## src/rtl/uart_rx.sv

```systemverilog
// UART receiver: 2-flop line synchronizer, oversampling FSM, and a FWFT FIFO (mode 0) or single holding register (mode 1).
// A word lands one clk after its final stop sample; valid/ready pops it, and a commit with no room drops it and pulses overrun.
module uart_rx #(
  parameter int DATA_WIDTH = 8,
  parameter int SAMPLING   = 16,
  parameter int FIFO_DEPTH = 16
) (
  input  logic                  clk,
  input  logic                  reset,
  input  logic                  bclk,
  input  logic                  s_data_in,
  input  logic                  mode,
  input  logic [1:0]            parity_select,
  input  logic [1:0]            stop_select,
  output logic [DATA_WIDTH-1:0] p_data_out,
  output logic                  valid,
  input  logic                  ready,
  output logic                  parity_err,
  output logic                  frame_err,
  output logic                  overrun,
  output logic                  busy
);

  localparam int TW = $clog2(SAMPLING);
  localparam int BW = (DATA_WIDTH > 1) ? $clog2(DATA_WIDTH) : 1;
  localparam int AW = $clog2(FIFO_DEPTH);
  localparam int EW = DATA_WIDTH + 2;
  localparam logic [TW-1:0] TICK_HALF = TW'(SAMPLING / 2 - 1);
  localparam logic [TW-1:0] TICK_LAST = TW'(SAMPLING - 1);
  localparam logic [BW-1:0] BIT_LAST  = BW'(DATA_WIDTH - 1);
  localparam logic [AW:0]   CNT_FULL  = (AW + 1)'(FIFO_DEPTH);

  typedef enum logic [2:0] {IDLE, START, DATA, PARITY, STOP} state_t;

  state_t                  state_q;
  logic                    sync1_q, sync2_q;
  logic [TW-1:0]           tick_q;
  logic [BW-1:0]           bit_q;
  logic [DATA_WIDTH-1:0]   shift_q;
  logic [1:0]              psel_q;
  logic                    two_stop_q, stop_q, mode_q;
  logic                    perr_q, ferr_q, commit_q;
  logic                    par_en, par_odd, data_xor;

  assign par_en   = (psel_q == 2'b01) || (psel_q == 2'b10);
  assign par_odd  = (psel_q == 2'b10);
  assign data_xor = ^shift_q ^ sync2_q;
  assign busy     = (state_q != IDLE);

  always_ff @(posedge clk) begin
    if (reset) begin
      state_q    <= IDLE;
      sync1_q    <= 1'b1;
      sync2_q    <= 1'b1;
      tick_q     <= '0;
      bit_q      <= '0;
      shift_q    <= '0;
      psel_q     <= 2'b00;
      two_stop_q <= 1'b0;
      stop_q     <= 1'b0;
      mode_q     <= 1'b0;
      perr_q     <= 1'b0;
      ferr_q     <= 1'b0;
      commit_q   <= 1'b0;
    end else begin
      sync1_q  <= s_data_in;
      sync2_q  <= sync1_q;
      commit_q <= 1'b0;
      if (bclk) begin
        case (state_q)
          IDLE: begin
            if (!sync2_q) begin
              state_q    <= START;
              tick_q     <= '0;
              bit_q      <= '0;
              stop_q     <= 1'b0;
              perr_q     <= 1'b0;
              ferr_q     <= 1'b0;
              psel_q     <= parity_select;
              two_stop_q <= (stop_select == 2'b01);
              mode_q     <= mode;
            end
          end
          START: begin
            // A line that is high again at mid start bit was only a glitch.
            if (tick_q == TICK_HALF) begin
              tick_q  <= '0;
              state_q <= sync2_q ? IDLE : DATA;
            end else begin
              tick_q <= tick_q + 1'b1;
            end
          end
          DATA: begin
            if (tick_q == TICK_LAST) begin
              tick_q         <= '0;
              shift_q[bit_q] <= sync2_q;
              if (bit_q == BIT_LAST) begin
                state_q <= par_en ? PARITY : STOP;
              end else begin
                bit_q <= bit_q + 1'b1;
              end
            end else begin
              tick_q <= tick_q + 1'b1;
            end
          end
          PARITY: begin
            if (tick_q == TICK_LAST) begin
              tick_q  <= '0;
              perr_q  <= par_odd ? ~data_xor : data_xor;
              state_q <= STOP;
            end else begin
              tick_q <= tick_q + 1'b1;
            end
          end
          STOP: begin
            if (tick_q == TICK_LAST) begin
              tick_q <= '0;
              if (!sync2_q) ferr_q <= 1'b1;
              // Leave at the final mid-stop sample so a back-to-back start edge is caught.
              if (two_stop_q && !stop_q) begin
                stop_q <= 1'b1;
              end else begin
                state_q  <= IDLE;
                commit_q <= 1'b1;
              end
            end else begin
              tick_q <= tick_q + 1'b1;
            end
          end
          default: state_q <= IDLE;
        endcase
      end
    end
  end

  logic [EW-1:0] mem_q [FIFO_DEPTH];
  logic [AW-1:0] wr_q, rd_q;
  logic [AW:0]   cnt_q, cnt_d;
  logic [EW-1:0] hold_q, word, head;
  logic          hold_vld_q, overrun_q, overrun_d;
  logic          full, empty, fifo_push, fifo_pop, hold_pop, hold_load;

  assign word      = {perr_q, ferr_q, shift_q};
  assign full      = (cnt_q == CNT_FULL);
  assign empty     = (cnt_q == '0);
  assign fifo_pop  = !mode && !empty && ready;
  assign fifo_push = commit_q && !mode_q && (!full || fifo_pop);
  assign hold_pop  = mode && hold_vld_q && ready;
  assign hold_load = commit_q && mode_q && (!hold_vld_q || hold_pop);
  assign overrun_d = commit_q && (mode_q ? (hold_vld_q && !hold_pop) : (full && !fifo_pop));

  always_comb begin
    cnt_d = cnt_q;
    case ({fifo_push, fifo_pop})
      2'b10:   cnt_d = cnt_q + 1'b1;
      2'b01:   cnt_d = cnt_q - 1'b1;
      default: cnt_d = cnt_q;
    endcase
  end

  always_ff @(posedge clk) begin
    if (fifo_push) mem_q[wr_q] <= word;
  end

  always_ff @(posedge clk) begin
    if (reset) begin
      wr_q       <= '0;
      rd_q       <= '0;
      cnt_q      <= '0;
      hold_q     <= '0;
      hold_vld_q <= 1'b0;
      overrun_q  <= 1'b0;
    end else begin
      cnt_q     <= cnt_d;
      overrun_q <= overrun_d;
      if (fifo_push) wr_q <= wr_q + 1'b1;
      if (fifo_pop)  rd_q <= rd_q + 1'b1;
      if (hold_load) begin
        hold_q     <= word;
        hold_vld_q <= 1'b1;
      end else if (hold_pop) begin
        hold_vld_q <= 1'b0;
      end
    end
  end

  assign valid   = mode ? hold_vld_q : !empty;
  assign head    = mode ? hold_q : mem_q[rd_q];
  assign overrun = overrun_q;
  assign {parity_err, frame_err, p_data_out} = valid ? head : '0;

endmodule
```

## config.mk

```make
export PLATFORM = sky130hd
export DESIGN_NAME = uart_rx
export DESIGN_NICKNAME = d
export VERILOG_FILES = /design/src/rtl/uart_rx.sv
export SDC_FILE = /design/constraint.sdc
export NUM_CORES = 1
export LEC_CHECK = 0
export CORE_UTILIZATION = 45
export CTS_BUF_LIST = sky130_fd_sc_hd__clkbuf_8 sky130_fd_sc_hd__clkbuf_16
export DETAILED_ROUTE_END_ITERATION = 8
export HOLD_SLACK_MARGIN = 0.1
export PLACE_DENSITY_LB_ADDON = 0.12
export SLEW_MARGIN = 20
export SYNTH_ARGS = -nofsm -noshare
export SYNTH_HDL_FRONTEND = slang
export SYNTH_SLANG_ARGS = --single-unit
```

## constraint.sdc

```tcl
create_clock -name clk -period 6.75 [get_ports clk]
set_input_delay 1.0125 -clock clk [delete_from_list [all_inputs] [get_ports clk]]
set_output_delay 1.0125 -clock clk [all_outputs]
set_load 0.05 [all_outputs]
```

## Yosys cells after proc, flatten, opt, wreduce, memory -nomap -nowiden

Memories as Yosys holds them, arrays and structs flattened. A register that Yosys moved wholly into a read port is not among the register bits.
Index checks and enable logic that the tools add are counted.

- Bitwise operators: 6
- Magnitude comparators: 2
- Equal/unequal tests: 23
- Muxes and demuxes: 43
- Reduce and logical (&&, ||, !) cells: 44
- $add $sub $neg: 6

Operator list:

| operator | count |
|---|---|
| two-way mux 3 bit | 11 |
| two-way mux 10 bit | 2 |
| two-way mux 4 bit | 5 |
| inequality test 2 bit, second input constant | 10 |
| two-way mux 1 bit | 15 |
| one-hot mux 3 bit (5 select lines) | 1 |
| AND reduction 5 bit | 3 |
| logical AND 1 bit | 13 |
| adder 4 x 1 -> 4 bit, second input constant | 3 |
| one-hot mux 4 bit (3 select lines) | 1 |
| one-hot mux 5 bit (2 select lines) | 1 |
| nonzero test 2 bit | 5 |
| AND reduction 3 bit | 3 |
| bitwise mux 8 bit | 1 |
| logical NOT 1 bit | 8 |
| AND reduction 8 bit | 1 |
| XOR reduction 8 bit | 1 |
| == test 2 x 1 -> 1 bit, second input constant | 3 |
| == test 3 x 2 -> 1 bit, second input constant | 2 |
| == test 3 bit, second input constant | 2 |
| one-hot mux 1 bit (2 select lines) | 3 |
| one-hot mux 3 bit (2 select lines) | 1 |
| nonzero test 3 bit | 2 |
| adder 5 x 1 -> 5 bit, second input constant | 1 |
| 19 further kinds | 26 |

- Bits of input ports: 10
- Register bits: 53
- Bits in writable memories: 160
- Output and inout port bits: 13
- Memories: 1

Memories:

| name | depth | width | read ports | clocked after Yosys merged registers in | wr ports | line | RTL |
|---|---|---|---|---|---|---|---|
| mem_q | 16 | 10 | 1 | 1 | 1 | 136 | `logic [EW-1:0] mem_q [FIFO_DEPTH];` |

## Longest topological paths before layout

Gate-level depths: netlist of run 1.

- Depth in word-level cells: 8
- Mapped depth: 10

## Least setup slack after synthesis of run 1

Ideal clock, no wire load.

- Path kind: input-to-output
- Start point: in mode
- End point: out frame_err
- Setup slack: 3.773 ns
- Arrival: 1.964 ns
- Required time: 5.738 ns
- Stages: 2
- Cell sequence: a21oi_1 > a22o_1

- Longest elaborated chain between the ends: 2

RTL lines:

| what | line | RTL |
|---|---|---|
| from (decl) | 12 | `input logic mode,` |
| two-way mux 10 bit or two-way mux 1 bit (tied branches) | 188, 187 |  |
| two-way mux 10 bit * | 190 | `assign {parity_err, frame_err, p_data_out} = valid ? head : '0;` |
| to (decl) | 19 | `output logic frame_err,` |

Every way passes the cells marked *; elsewhere a longest branch is shown, timed or not.

==> parameters.txt, run 1 <==
Parameter                              Value

Global route
  Total gr overflow ... 0
  GRT Resource Usage Total ... 20.1%
  Wire length of the first global-routing pass ... between 30000 and 40000 um
  Pin count of the biggest net entering global routing ... 56
  Number of global-route vias before repair ... 5147
  Number of antenna violations at the first check in global routing ... 0

Yosys
  Dominant cells by area after synthesis ... sky130_fd_sc_hd__edfxtp_1 (53%), sky130_fd_sc_hd__dfxtp_1 (13%), sky130_fd_sc_hd__mux4_2 (9.9%)
  Most frequently used flop master after synthesis ... sky130_fd_sc_hd__edfxtp_1
  Top-area cell type share of the netlist area ... a little over half
  Synth top cells by count ... sky130_fd_sc_hd__edfxtp_1 (160), sky130_fd_sc_hd__nor2_1 (60), sky130_fd_sc_hd__dfxtp_1 (57)
  Cell type contributing the most total cell area after synthesis ... sky130_fd_sc_hd__edfxtp_1
  Count of flip-flops with a built-in enable after synthesis ... 160
  Synth cell types ... 58
  Flop and latch count out of synthesis ... ~220
  Post-synthesis mux area share ... 12.9%
  Share of synthesized area occupied by flip-flops and latches ... 65.3%
  Yosys Warn Count ... 0
  Area of the mapped netlist ... 0.00910 mm^2
  Average instance area after synthesis ... approximately 15 um^2
  Dominant cell by count in the synthesized netlist ... sky130_fd_sc_hd__edfxtp_1
  Share of the synthesized area in compound gates (AO/OA/AOI/OAI) ... 6.16%
  FFs w/ async S/R, synth ... 0%
  Arithmetic-cell share of the synthesized area counting full adders, half adders and majority gates ... 1.87%
  Cell count after synthesis ... slightly above 600
  Combinational family with the most area after synthesis ... multiplexers
  Xor and xnor area share after synthesis ... under 10%
  Simple-gate share of the synthesized area ... under 10%
  Net count after synthesis ... 632

Critical path
  Internal reg-to-reg setup slack ... 4030 ps
  Startpoint-to-endpoint class of the critical path ... register to primary output
  Req. time, crit path ... about 5700 ps
  Critical R2R Capture ... cnt_q[4]
  Depth of the worst register-to-register path ... 10
  Crit path capture type ... primary output
  Startpoint Class ... register
  Data arrival time of the critical path ... 3790 ps
  Worst-path fanout max ... 22
  Reg-to-Reg Start ... cnt_q[0]

Layout
  Area taken by multi-input logic gates ... around 0.0030 mm^2
  Area Overhead vs Synth ... 13.3%
  Share of layout cells above drive strength 1 ... 17.0%
  Share of the core filled with cells ... 52.5%
  Filler Cells Inserted ... approximately 1700
  Post-layout net count ... 653
  Antenna diode count ... 0
  FF/Latch Area ... 0.00595 mm^2

Clock tree
  Post-cts gate resize count ... 0
  CTS clk-pin slew, worst paths ... approximately 60 ps
  Worst-Skew Late Latency ... roughly 500 ps
  CTS tree ... done
  Number of buffers inserted during clock tree synthesis ... 24
  Post-CTS Setup Inserts ... 0
  Buffers from clock root to sink, at most ... 3
  CTS Hold Bufs ... 0
  Number of H-tree levels ... 1
  TritonCTS sink count ... between 200 and 250
  Root buffer selected by CTS ... sky130_fd_sc_hd__clkbuf_16

Timing
  Period minus WS final ... 4800 ps
  Number of hold violations in the final report ... 0
  Relative slew margins ... 28.9%
  Pin slew with the least headroom to its limit ... 1070 ps
  Achievable clock frequency ... 208 MHz
  Setup violation total in the final timing report ... 0
  Crit path setup slack, layout ... around 1900 ps
  Setup TNS Final ... 0 ps
  Worst Skew ... 11.5 ps
  RSZ-0062 raised after global routing ... no
  Final worst-path cycle share ... 71.1%
  Max Transition Viols Final ... 0

Drt
  Vias post-DR ... 5120
  First-pass detailed-route iteration total ... 4
  Total DRC errors in the routed layout ... 0
  Detail Route Antenna Nets ... 0
  Sum of routed wire length over all layers ... 19800 um
  Average wire per standard cell ... ~22 um
  Violation count after the first detailed-routing iteration ... 258
  Via-to-Cell Ratio ... 5.61

Die
  Horizontal die dimension ... 144 um
  Boundary Pins ... 23
  Area of the placeable core ... about 0.02 mm^2
  Effective utilization at floorplan ... a little under half
  Die Footprint ... between 0.02 and 0.025 mm^2
  Site row count ... 51
  Chip height ... 144 um

Pwr
  Leakage power summed over all cells ... 3.57 nW
  Maximum vdd ir drop ... between 100 and 150 uV
  Power density of the placed cells ... roughly 260 mW/mm^2

Worst hold path
  Worst min-delay path class ... register to register
  Worst Hold Path EP ... sync2_q
  Instance count along the most critical hold path ... 1
  HP Start ... sync1_q

Outcome
  Outcome ... completed

Place
  Worst slack at placement ... 2360 ps
  Detail Placement HPWL ... 12500 um
  Port Buffer Count ... 22
  Last weighted congestion value of the routability-driven placer ... 0.788

Run
  Max-cap violation count ... 0
state kept, by name (all words and copies together) (netlist names), 2 cells and up, named ones only:
register and cells:
bit_q 3, cnt_q 5, hold_q 10, mem_q 160, psel_q 2, rd_q 4, shift_q 8, state_q 3
tick_q 4, wr_q 4
routing by layer:
metal  vias up  track usage [%]  wire, um
met5         -                0         0
met4         0             6.43       557
met3        40             3.48       980
met2       101             32.6      9420
met1      2606             27.8      8840
li1       2373                -         -
placed cells by master (no fill, tap or decap), types with 2 or more instances in the layout:
cell type and count:
sky130_fd_sc_hd__a211oi_1 4, sky130_fd_sc_hd__a21o_1 2, sky130_fd_sc_hd__a21oi_1 19, sky130_fd_sc_hd__a22o_1 10
sky130_fd_sc_hd__a22oi_1 18, sky130_fd_sc_hd__a31oi_1 5, sky130_fd_sc_hd__and2_1 3, sky130_fd_sc_hd__and3_1 2
sky130_fd_sc_hd__buf_4 9, sky130_fd_sc_hd__bufinv_16 2, sky130_fd_sc_hd__clkbuf_16 25, sky130_fd_sc_hd__clkdlybuf4s50_1 21
sky130_fd_sc_hd__clkinv_1 4, sky130_fd_sc_hd__clkinv_2 6, sky130_fd_sc_hd__dfxtp_1 56, sky130_fd_sc_hd__edfxtp_1 160
sky130_fd_sc_hd__ha_1 12, sky130_fd_sc_hd__inv_1 13, sky130_fd_sc_hd__mux2_2 2, sky130_fd_sc_hd__mux2i_1 25
sky130_fd_sc_hd__mux4_2 40, sky130_fd_sc_hd__nand2_1 34, sky130_fd_sc_hd__nand2b_1 8, sky130_fd_sc_hd__nand3_1 10
sky130_fd_sc_hd__nand3b_1 4, sky130_fd_sc_hd__nand4_1 6, sky130_fd_sc_hd__nor2_1 55, sky130_fd_sc_hd__nor2_2 5
sky130_fd_sc_hd__nor2b_1 9, sky130_fd_sc_hd__nor3_1 10, sky130_fd_sc_hd__nor3_2 2, sky130_fd_sc_hd__nor3b_1 3
sky130_fd_sc_hd__nor3b_2 2, sky130_fd_sc_hd__o211ai_1 3, sky130_fd_sc_hd__o21a_1 4, sky130_fd_sc_hd__o22ai_1 2
sky130_fd_sc_hd__or2_2 4, sky130_fd_sc_hd__or3_1 7, sky130_fd_sc_hd__xnor2_1 12, sky130_fd_sc_hd__xor2_1 5
logic make-up (layout without fill, tap and decap cells):
family          after synthesis  count (layout)
fa+ha+maj                    13              13
buf+inv                      46              84
compound gates               77              77
mux                          67              67
xor+xnor                     18              18
flops                       217             217
simple gates                171             171
worst max-delay path by stage:
stage          cells past startpoint  startpoint  slack (ps)            end
2_1_floorplan                      2        mode        3770      frame_err
3_3_place_gp                       7    register        2340  p_data_out[7]
3_5_place_dp                       7    register        2360  p_data_out[7]
5_1_grt                            7    register        1680  p_data_out[7]
4_1_cts                            7    register        1820  p_data_out[7]
6_report                           7    register        1950  p_data_out[7]
power breakdown:
part	switching, mW	internal (mW)	total (mW)
logic	0.0245	0.0175	0.0420
clock network	0.504	0.742	1.25
registers	0.00605	1.42	1.42
layout make-up:
class | instances | share of cell area, %
timing repair buffer | 31 | 2.74
sequential | 217 | 57.7
clock inverter | 18 | 1.29
clock buffer | 25 | 6.07
inverter | 10 | 0.364
multi-input combinational | 346 | 28.7
tap | 265 | 3.22
metrics by stage:
stage,hold WS (ps),instances,instance area (um^2),power (mW)
3_3_place_gp,399,869,9540,1.49
2_1_floorplan,389,609,9100,1.48
4_1_cts,440,912,10300,2.73
5_1_grt,456,912,10300,2.78
3_5_place_dp,418,869,9550,1.49
6_report,442,912,10300,2.71
critical path: stages, from the launching register on:
cell,delay (ps)
sky130_fd_sc_hd__dfxtp_2,890
sky130_fd_sc_hd__buf_4,490
sky130_fd_sc_hd__mux4_2,550
sky130_fd_sc_hd__nor2b_1,140
sky130_fd_sc_hd__a211oi_1,220
sky130_fd_sc_hd__a21oi_1,70
sky130_fd_sc_hd__a22o_1,200
sky130_fd_sc_hd__clkdlybuf4s50_1,700
Power figures use the tool's default switching activity.
==> run 2, diff against run 1 <==
==> constraint.sdc (replaced) <==
create_clock -name clk -period 4.1 [get_ports clk]
set_input_delay 0.615 -clock clk [delete_from_list [all_inputs] [get_ports clk]]
set_output_delay 0.615 -clock clk [all_outputs]
set_load 0.05 [all_outputs]
==> run 2 against run 1 <==
- register-to-register slack got worse by 2700 ps
- sequential share of layout area fell by 0.95 points
- via count rose by 1.2%
- clock skew fell by 3.4 ps
- cell area rose by 1.7%
- worst hold slack got worse by 13 ps
- worst setup slack got worse by 1600 ps
- die area did not move
- cell count rose by 1.6%
- critical path depth fell by 2
- non-clock buffer count rose by 15
- first-iteration DRC count rose by 84%
==> parameters.txt, run 2 (synthesis gave the netlist of run 1 again) <==
Parameter                              Value

Layout
  Final standard cell area without fillers ... 0.0105 mm^2 (was 0.0103 mm^2)
  Commonest non-fill, non-tap cell in the layout ... sky130_fd_sc_hd__edfxtp_1 (unchanged)
  FF/Latch Area ... 0.00595 mm^2 (unchanged)
  Area taken by multi-input logic gates ... 0.00294 mm^2 (was 0.00296 mm^2)
  Filler Cells Inserted ... 1654 (was 1675)
  Commonest non-fill, non-tap cells in the layout ... sky130_fd_sc_hd__edfxtp_1 (160), sky130_fd_sc_hd__nor2_1 (60), sky130_fd_sc_hd__dfxtp_1 (56), sky130_fd_sc_hd__mux4_2 (40), sky130_fd_sc_hd__nand2_1 (34) (was sky130_fd_sc_hd__edfxtp_1 (160), sky130_fd_sc_hd__dfxtp_1 (56), sky130_fd_sc_hd__nor2_1 (55), sky130_fd_sc_hd__mux4_2 (40), sky130_fd_sc_hd__nand2_1 (34))
  Most flops, register ... mem_q (unchanged)
  Flip-flop count of the largest register after layout ... 160 (unchanged)
  Area Overhead vs Synth ... 15.2% (was 13.3%)
  Post-layout net count ... 668 (was 653)
  Registers with the most flip-flops ... mem_q x160, hold_q x10, shift_q x8 (unchanged)
  Antenna diode count ... 0 (unchanged)
  Share of the core filled with cells ... 53.3% (was 52.5%)
  Share of layout cells above drive strength 1 ... 18.4% (was 17.0%)

Drt
  Violation count after the first detailed-routing iteration ... 475 (was 258)
  Via-to-Cell Ratio ... 5.59 (was 5.61)
  Vias post-DR ... 5183 (was 5120)
  Detail Route Antenna Nets ... 0 (unchanged)
  Sum of routed wire length over all layers ... 19300 um (was 19800 um)
  First-pass detailed-route iteration total ... 4 (unchanged)
  Total DRC errors in the routed layout ... 0 (unchanged)
  Average wire per standard cell ... 20.8 um (was 21.7 um)

Critical path
  Crit path capture type ... primary output (unchanged)
  Standard cell with the maximum stage delay on the critical path ... sky130_fd_sc_hd__clkdlybuf4s50_1 (was sky130_fd_sc_hd__dfxtp_2)
  Data arrival time of the critical path ... 3120 ps (was 3790 ps)
  Worst-path fanout max ... 12 (was 22)
  Cells along the critical path ... nor2b_1 -> a22oi_1 -> nand2_1 -> a22o_1 -> clkdlybuf4s50_1 (was buf_4 -> mux4_2 -> nor2b_1 -> a211oi_1 -> a21oi_1 -> a22o_1 -> clkdlybuf4s50_1)
  Max incr delay on CP ... 800 ps (was 890 ps)
  Req. time, crit path ... 3480 ps (was 5740 ps)
  Startpoint Class ... register (unchanged)
  Startpoint-to-endpoint class of the critical path ... register to primary output (unchanged)

Timing
  Relative slew margins ... 32.0% (was 28.9%)
  Setup TNS Final ... 0 ps (unchanged)
  Period minus WS final ... 3740 ps
  Worst Skew ... 8.08 ps (was 11.5 ps)
  Pin slew with the least headroom to its limit ... 1020 ps (was 1070 ps)
  Achievable clock frequency ... 267 MHz
  Setup violation total in the final timing report ... 0 (unchanged)
  RSZ-0062 raised after global routing ... no (unchanged)
  Number of hold violations in the final report ... 0 (unchanged)
  Final worst-path cycle share ... between 90% and 100%
  Crit path setup slack, layout ... 361 ps (was 1950 ps)
  Max Transition Viols Final ... 0 (unchanged)

Global route
  Number of antenna violations at the first check in global routing ... 0 (unchanged)
  Pin count of the biggest net entering global routing ... 56 (unchanged)
  Wire length of the first global-routing pass ... 30100 um (was 30400 um)
  Total gr overflow ... 0 (unchanged)
  GRT Resource Usage Total ... 19.6% (was 20.1%)
  Number of global-route vias before repair ... 5230 (was 5147)

Clock tree
  CTS Hold Bufs ... 0 (unchanged)
  TritonCTS sink count ... 217 (unchanged)
  Number of H-tree levels ... 1 (unchanged)
  CTS tree ... done (unchanged)
  Post-CTS Setup Inserts ... 0 (unchanged)
  CTS clk-pin slew, worst paths ... 60 ps (about the same)
  Buffers from clock root to sink, at most ... 3 (unchanged)
  Root buffer selected by CTS ... sky130_fd_sc_hd__clkbuf_16 (unchanged)
  Number of buffers inserted during clock tree synthesis ... 24 (unchanged)
  Post-cts gate resize count ... 0 (unchanged)
  Worst-Skew Late Latency ... 500 ps (about the same)

Pwr
  Maximum vdd ir drop ... 276 uV (was 143 uV)
  Power density of the placed cells ... 437 mW/mm^2 (was 263 mW/mm^2)
  Leakage power summed over all cells ... 3.68 nW (was 3.57 nW)

Place
  Last weighted congestion value of the routability-driven placer ... 0.824 (was 0.788)
  Port Buffer Count ... 22 (unchanged)
  Worst slack at placement ... 739 ps (was 2360 ps)
  Detail Placement HPWL ... 12100 um (was 12500 um)
  Area of placed instances ... 0.00967 mm^2 (was 0.00955 mm^2)

Die
  Effective utilization at floorplan ... 46.3% (unchanged)
  Area of the placeable core ... 0.0197 mm^2 (unchanged)
  Horizontal die dimension ... 144 um (unchanged)
  Chip height ... 144 um (unchanged)
  Boundary Pins ... 23 (unchanged)
  Site row count ... 51 (unchanged)
  Die Footprint ... 0.0208 mm^2 (unchanged)

Worst hold path
  Worst min-delay path class ... register to register (unchanged)

Run
  Max-cap violation count ... 0 (unchanged)

Outcome
  Outcome ... completed (unchanged)
-- run 2: cell types whose count changed in the layout (fill, tap and decap cells not counted), sizes merged --
| cell | change |
|---|---|
| buf | +15 |
| bufinv | +1 |
| clkbuf | +2 |
| clkinv | -1 |
| clkinvlp | -1 |
| inv | -1 |
-- run 2: power by group --
group	switching (mW)	internal [mW]	leakage, nW	total [mW]
registers	0.00972	2.33	2.15	2.34
clock network	0.832	1.35	0.411	2.18
logic	0.0398	0.0289	1.12	0.0687
-- run 2: area by class of cell --
cell class              count  area share (%)
clock buffers              27            6.34
clock inverters            16            1.47
inverters                  10           0.358
multi-input cells         346            28.1
flip-flops and latches    217            56.7
well taps                 265            3.16
repair buffers             46            3.89
-- run 2: per-stage QoR --
stage	power (mW)	hold slack [ps]	std cells
after floorplan	2.43	389	609
after global placement	2.45	410	884
after detailed placement	2.45	407	884
after CTS	4.64	428	927
after global routing	4.73	433	927
final	4.59	429	927
-- run 2: path summary, 6_finish.rpt --
kind | end | cells after the start | from | slack (ps)
setup / recovery | p_data_out[5] | 5 | register | 360
hold reg to reg | sync2_q | 1 | sync1_q | 430
setup reg to reg | cnt_q[4] | 10 | cnt_q[0] | 1360
hold / removal | sync2_q | 1 | sync1_q | 430
-- run 2: worst max-delay path: cells and delay by family, from the launching register on --
family / cells / cell delay (ps)
buffers and inverters: 1 / 800
AO/OA/AOI/OAI: 2 / 400
AND/OR/NAND/NOR: 2 / 810
flip-flops: 1 / 610
-- run 2: layer usage --
metal  up-vias  GRT usage (%)  share of wire, %  wire length (um)
met2        98           31.9                48              9240
li1       2412              -                 -                 -
met5         -              0                 0                 0
met4         0           5.21               2.2               429
met3        24           2.48               3.1               603
met1      2649           27.9                47              9010
==> run 3, diff against run 2 <==
--- a/config.mk
+++ b/config.mk
@@ -5,11 +5,13 @@
 export SDC_FILE = /design/constraint.sdc
 export NUM_CORES = 1
 export LEC_CHECK = 0
-export CORE_UTILIZATION = 45
+export CORE_ASPECT_RATIO = 1.1
+export CORE_UTILIZATION = 55
 export CTS_BUF_LIST = sky130_fd_sc_hd__clkbuf_8 sky130_fd_sc_hd__clkbuf_16
 export DETAILED_ROUTE_END_ITERATION = 8
 export HOLD_SLACK_MARGIN = 0.1
 export PLACE_DENSITY_LB_ADDON = 0.12
+export SKIP_CTS_REPAIR_TIMING = 1
 export SLEW_MARGIN = 20
 export SYNTH_ARGS = -nofsm -noshare
 export SYNTH_HDL_FRONTEND = slang
==> run 3 against run 2 <==
- non-clock buffer count increased by 1
- clock-buffer cell count decreased by 3
- die area decreased by 18%
- cell count decreased by 7.2%
- utilization increased by 12 points
==> parameters.txt, run 3 (synthesis gave the netlist of run 1 again) <==
Parameter                              Value

Outcome
  Outcome ... completed (unchanged)

Timing
  Pin slew with the least headroom to its limit ... 1040 ps (was 1020 ps)
  Achievable clock frequency ... 260 MHz (was 267 MHz)
  Period minus WS final ... 3840 ps (was 3740 ps)
  Max Transition Viols Final ... 0 (unchanged)
  Relative slew margins ... 30.5% (was 32.0%)
  Final worst-path cycle share ... 93.7% (was 91.2%)
  Final Hold Slack ... 413 ps (was 429 ps)
  Setup TNS Final ... 0 ps (unchanged)
  Crit path setup slack, layout ... 257 ps (was 361 ps)
  Setup violation total in the final timing report ... 0 (unchanged)
  Number of hold violations in the final report ... 0 (unchanged)
  Worst Skew ... 13.4 ps (was 8.08 ps)
  RSZ-0062 raised after global routing ... no (unchanged)

Critical path
  Cells along the critical path ... buf_12 -> mux4_2 -> a22oi_1 -> nand2_1 -> a22o_1 -> clkdlybuf4s50_1 (was nor2b_1 -> a22oi_1 -> nand2_1 -> a22o_1 -> clkdlybuf4s50_1)
  Standard cell with the maximum stage delay on the critical path ... sky130_fd_sc_hd__clkdlybuf4s50_1 (unchanged)
  Reg-to-Reg Start ... cnt_q[0] (unchanged)
  Data arrival time of the critical path ... 3230 ps (was 3120 ps)
  Req. time, crit path ... 3480 ps (about the same)
  Crit path capture type ... primary output (unchanged)
  Kind of cell with the highest combined delay on the critical path ... buffers and inverters (was simple AND/OR/NAND/NOR gates)
  Startpoint-to-endpoint class of the critical path ... register to primary output (unchanged)
  Startpoint Class ... register (unchanged)
  Max incr delay on CP ... 710 ps (was 800 ps)
  Worst path bufs/invs ... 2 (was 1)
  Worst-path fanout max ... 30 (was 12)

Drt
  Post-Route M1 WL ... 8700 um (was 9010 um)
  Total DRC errors in the routed layout ... 0 (unchanged)
  Met3 WL post-DR ... 857 um (was 603 um)
  First-pass detailed-route iteration total ... 5 (was 4)
  Violation count after the first detailed-routing iteration ... 555 (was 475)
  Via-to-Cell Ratio ... 6.10 (was 5.59)
  Average wire per standard cell ... 23.0 um (was 20.8 um)
  Detail Route Antenna Nets ... 0 (unchanged)
  Top metal layer carrying routed signals ... met4 (unchanged)
  Sum of routed wire length over all layers ... 19800 um (was 19300 um)
  Vias post-DR ... 5245 (was 5183)
  Total met2 wirelength after detailed routing ... 9840 um (was 9240 um)

Place
  Last weighted congestion value of the routability-driven placer ... 0.806 (was 0.824)
  Detail Placement HPWL ... 12500 um (was 12100 um)
  Port Buffer Count ... 22 (unchanged)
  Worst slack at placement ... 675 ps (was 739 ps)

Layout
  Commonest non-fill, non-tap cell in the layout ... sky130_fd_sc_hd__edfxtp_1 (unchanged)
  Commonest non-fill, non-tap cells in the layout ... sky130_fd_sc_hd__edfxtp_1 (160), sky130_fd_sc_hd__nor2_1 (60), sky130_fd_sc_hd__dfxtp_1 (56), sky130_fd_sc_hd__mux4_2 (40), sky130_fd_sc_hd__nand2_1 (34) (unchanged)
  Flip-flop count of the largest register after layout ... 160 (unchanged)
  Most flops, register ... mem_q (unchanged)
  Post-layout net count ... 667 (was 668)
  Registers with the most flip-flops ... mem_q x160, hold_q x10, shift_q x8 (unchanged)
  Area Overhead vs Synth ... 13.5% (was 15.2%)
  Antenna diode count ... 0 (unchanged)
  Share of layout cells above drive strength 1 ... 17.9% (was 18.4%)

Pwr
  Power density of the placed cells ... 428 mW/mm^2 (was 437 mW/mm^2)
  Maximum vdd ir drop ... 286 uV (was 276 uV)
  Leakage power summed over all cells ... 3.65 nW (was 3.68 nW)

Die
  Effective utilization at floorplan ... 57.2% (was 46.3%)
  Site row count ... 48 (was 51)
  Chip height ... 137 um (was 144 um)
  Horizontal die dimension ... 125 um (was 144 um)
  Die Footprint ... 0.0171 mm^2 (was 0.0208 mm^2)
  Boundary Pins ... 23 (unchanged)
  Area of the placeable core ... 0.0159 mm^2 (was 0.0197 mm^2)

Clock tree
  Buffers from clock root to sink, at most ... 3 (unchanged)
  TritonCTS sink count ... 217 (unchanged)
  Worst-Skew Late Latency ... 500 ps (about the same)
  CTS tree ... done (unchanged)
  CTS clk-pin slew, worst paths ... 60 ps (about the same)
  Number of buffers inserted during clock tree synthesis ... 22 (was 24)
  Number of H-tree levels ... 1 (unchanged)
  Root buffer selected by CTS ... sky130_fd_sc_hd__clkbuf_16 (unchanged)

Global route
  Pin count of the biggest net entering global routing ... 56 (unchanged)
  Number of antenna violations at the first check in global routing ... 0 (unchanged)
  GRT Resource Usage Total ... 24.3% (was 19.6%)
  Wire length of the first global-routing pass ... 30500 um (was 30100 um)
  Total gr overflow ... 0 (unchanged)
  Number of global-route vias before repair ... 5170 (was 5230)

Worst hold path
  Worst min-delay path class ... register to register (unchanged)
  HP Start ... sync1_q (unchanged)

Run
  Max-cap violation count ... 0 (unchanged)
[run 3: final cells by class]
class	instances	area (um^2)
Multi-Input combinational cell	346	2950
Clock buffer	24	589
Clock inverter	16	146
Inverter	10	37.5
Tap cell	200	250
Timing Repair Buffer	47	415
Fill cell	1120	5580
Sequential cell	217	5950
[run 3: path summary, 6_finish.rpt]
kind | endpoint | slack, ps | cells past startpoint
max | frame_err | 260 | 6
min | sync2_q | 410 | 1
max reg2reg | cnt_q[4] | 1340 | 11
min reg2reg | sync2_q | 410 | 1
[run 3: power by group]
group          switching (mW)  internal (mW)  total [mW]
clock network           0.792           1.22        2.01
logic                  0.0402         0.0287      0.0689
registers             0.00965           2.33        2.34
[run 3: worst reg2reg max path, stage by stage (launching register included)]
cell and delay, ps:
sky130_fd_sc_hd__dfxtp_1 340, sky130_fd_sc_hd__nor4_4 490, sky130_fd_sc_hd__a21oi_2 100, sky130_fd_sc_hd__buf_4 190, sky130_fd_sc_hd__nand2_2 110, sky130_fd_sc_hd__inv_2 80
sky130_fd_sc_hd__ha_1 320, sky130_fd_sc_hd__nor2b_1 150, sky130_fd_sc_hd__o21a_1 200, sky130_fd_sc_hd__or3_1 350, sky130_fd_sc_hd__a21o_1 190, sky130_fd_sc_hd__a31oi_1 160
[run 3: through the flow]
step | cell area [um^2] | utilization (%) | total power, mW | cells
CTS | 10300 | 64.9 | 4.45 | 860
finish | 10300 | 64.9 | 4.42 | 860
floorplan | 9100 | - | 2.43 | 609
detailed placement | 9590 | 60.3 | 2.45 | 820
global route | 10300 | 64.9 | 4.53 | 860
global placement | 9590 | 60.3 | 2.45 | 820
[run 3: per-layer routing]
metal,global-route usage [%],vias up
met5,0,-
met4,8.37,0
met3,2.46,32
met2,40.8,133
met1,33.4,2686
li1,-,2394
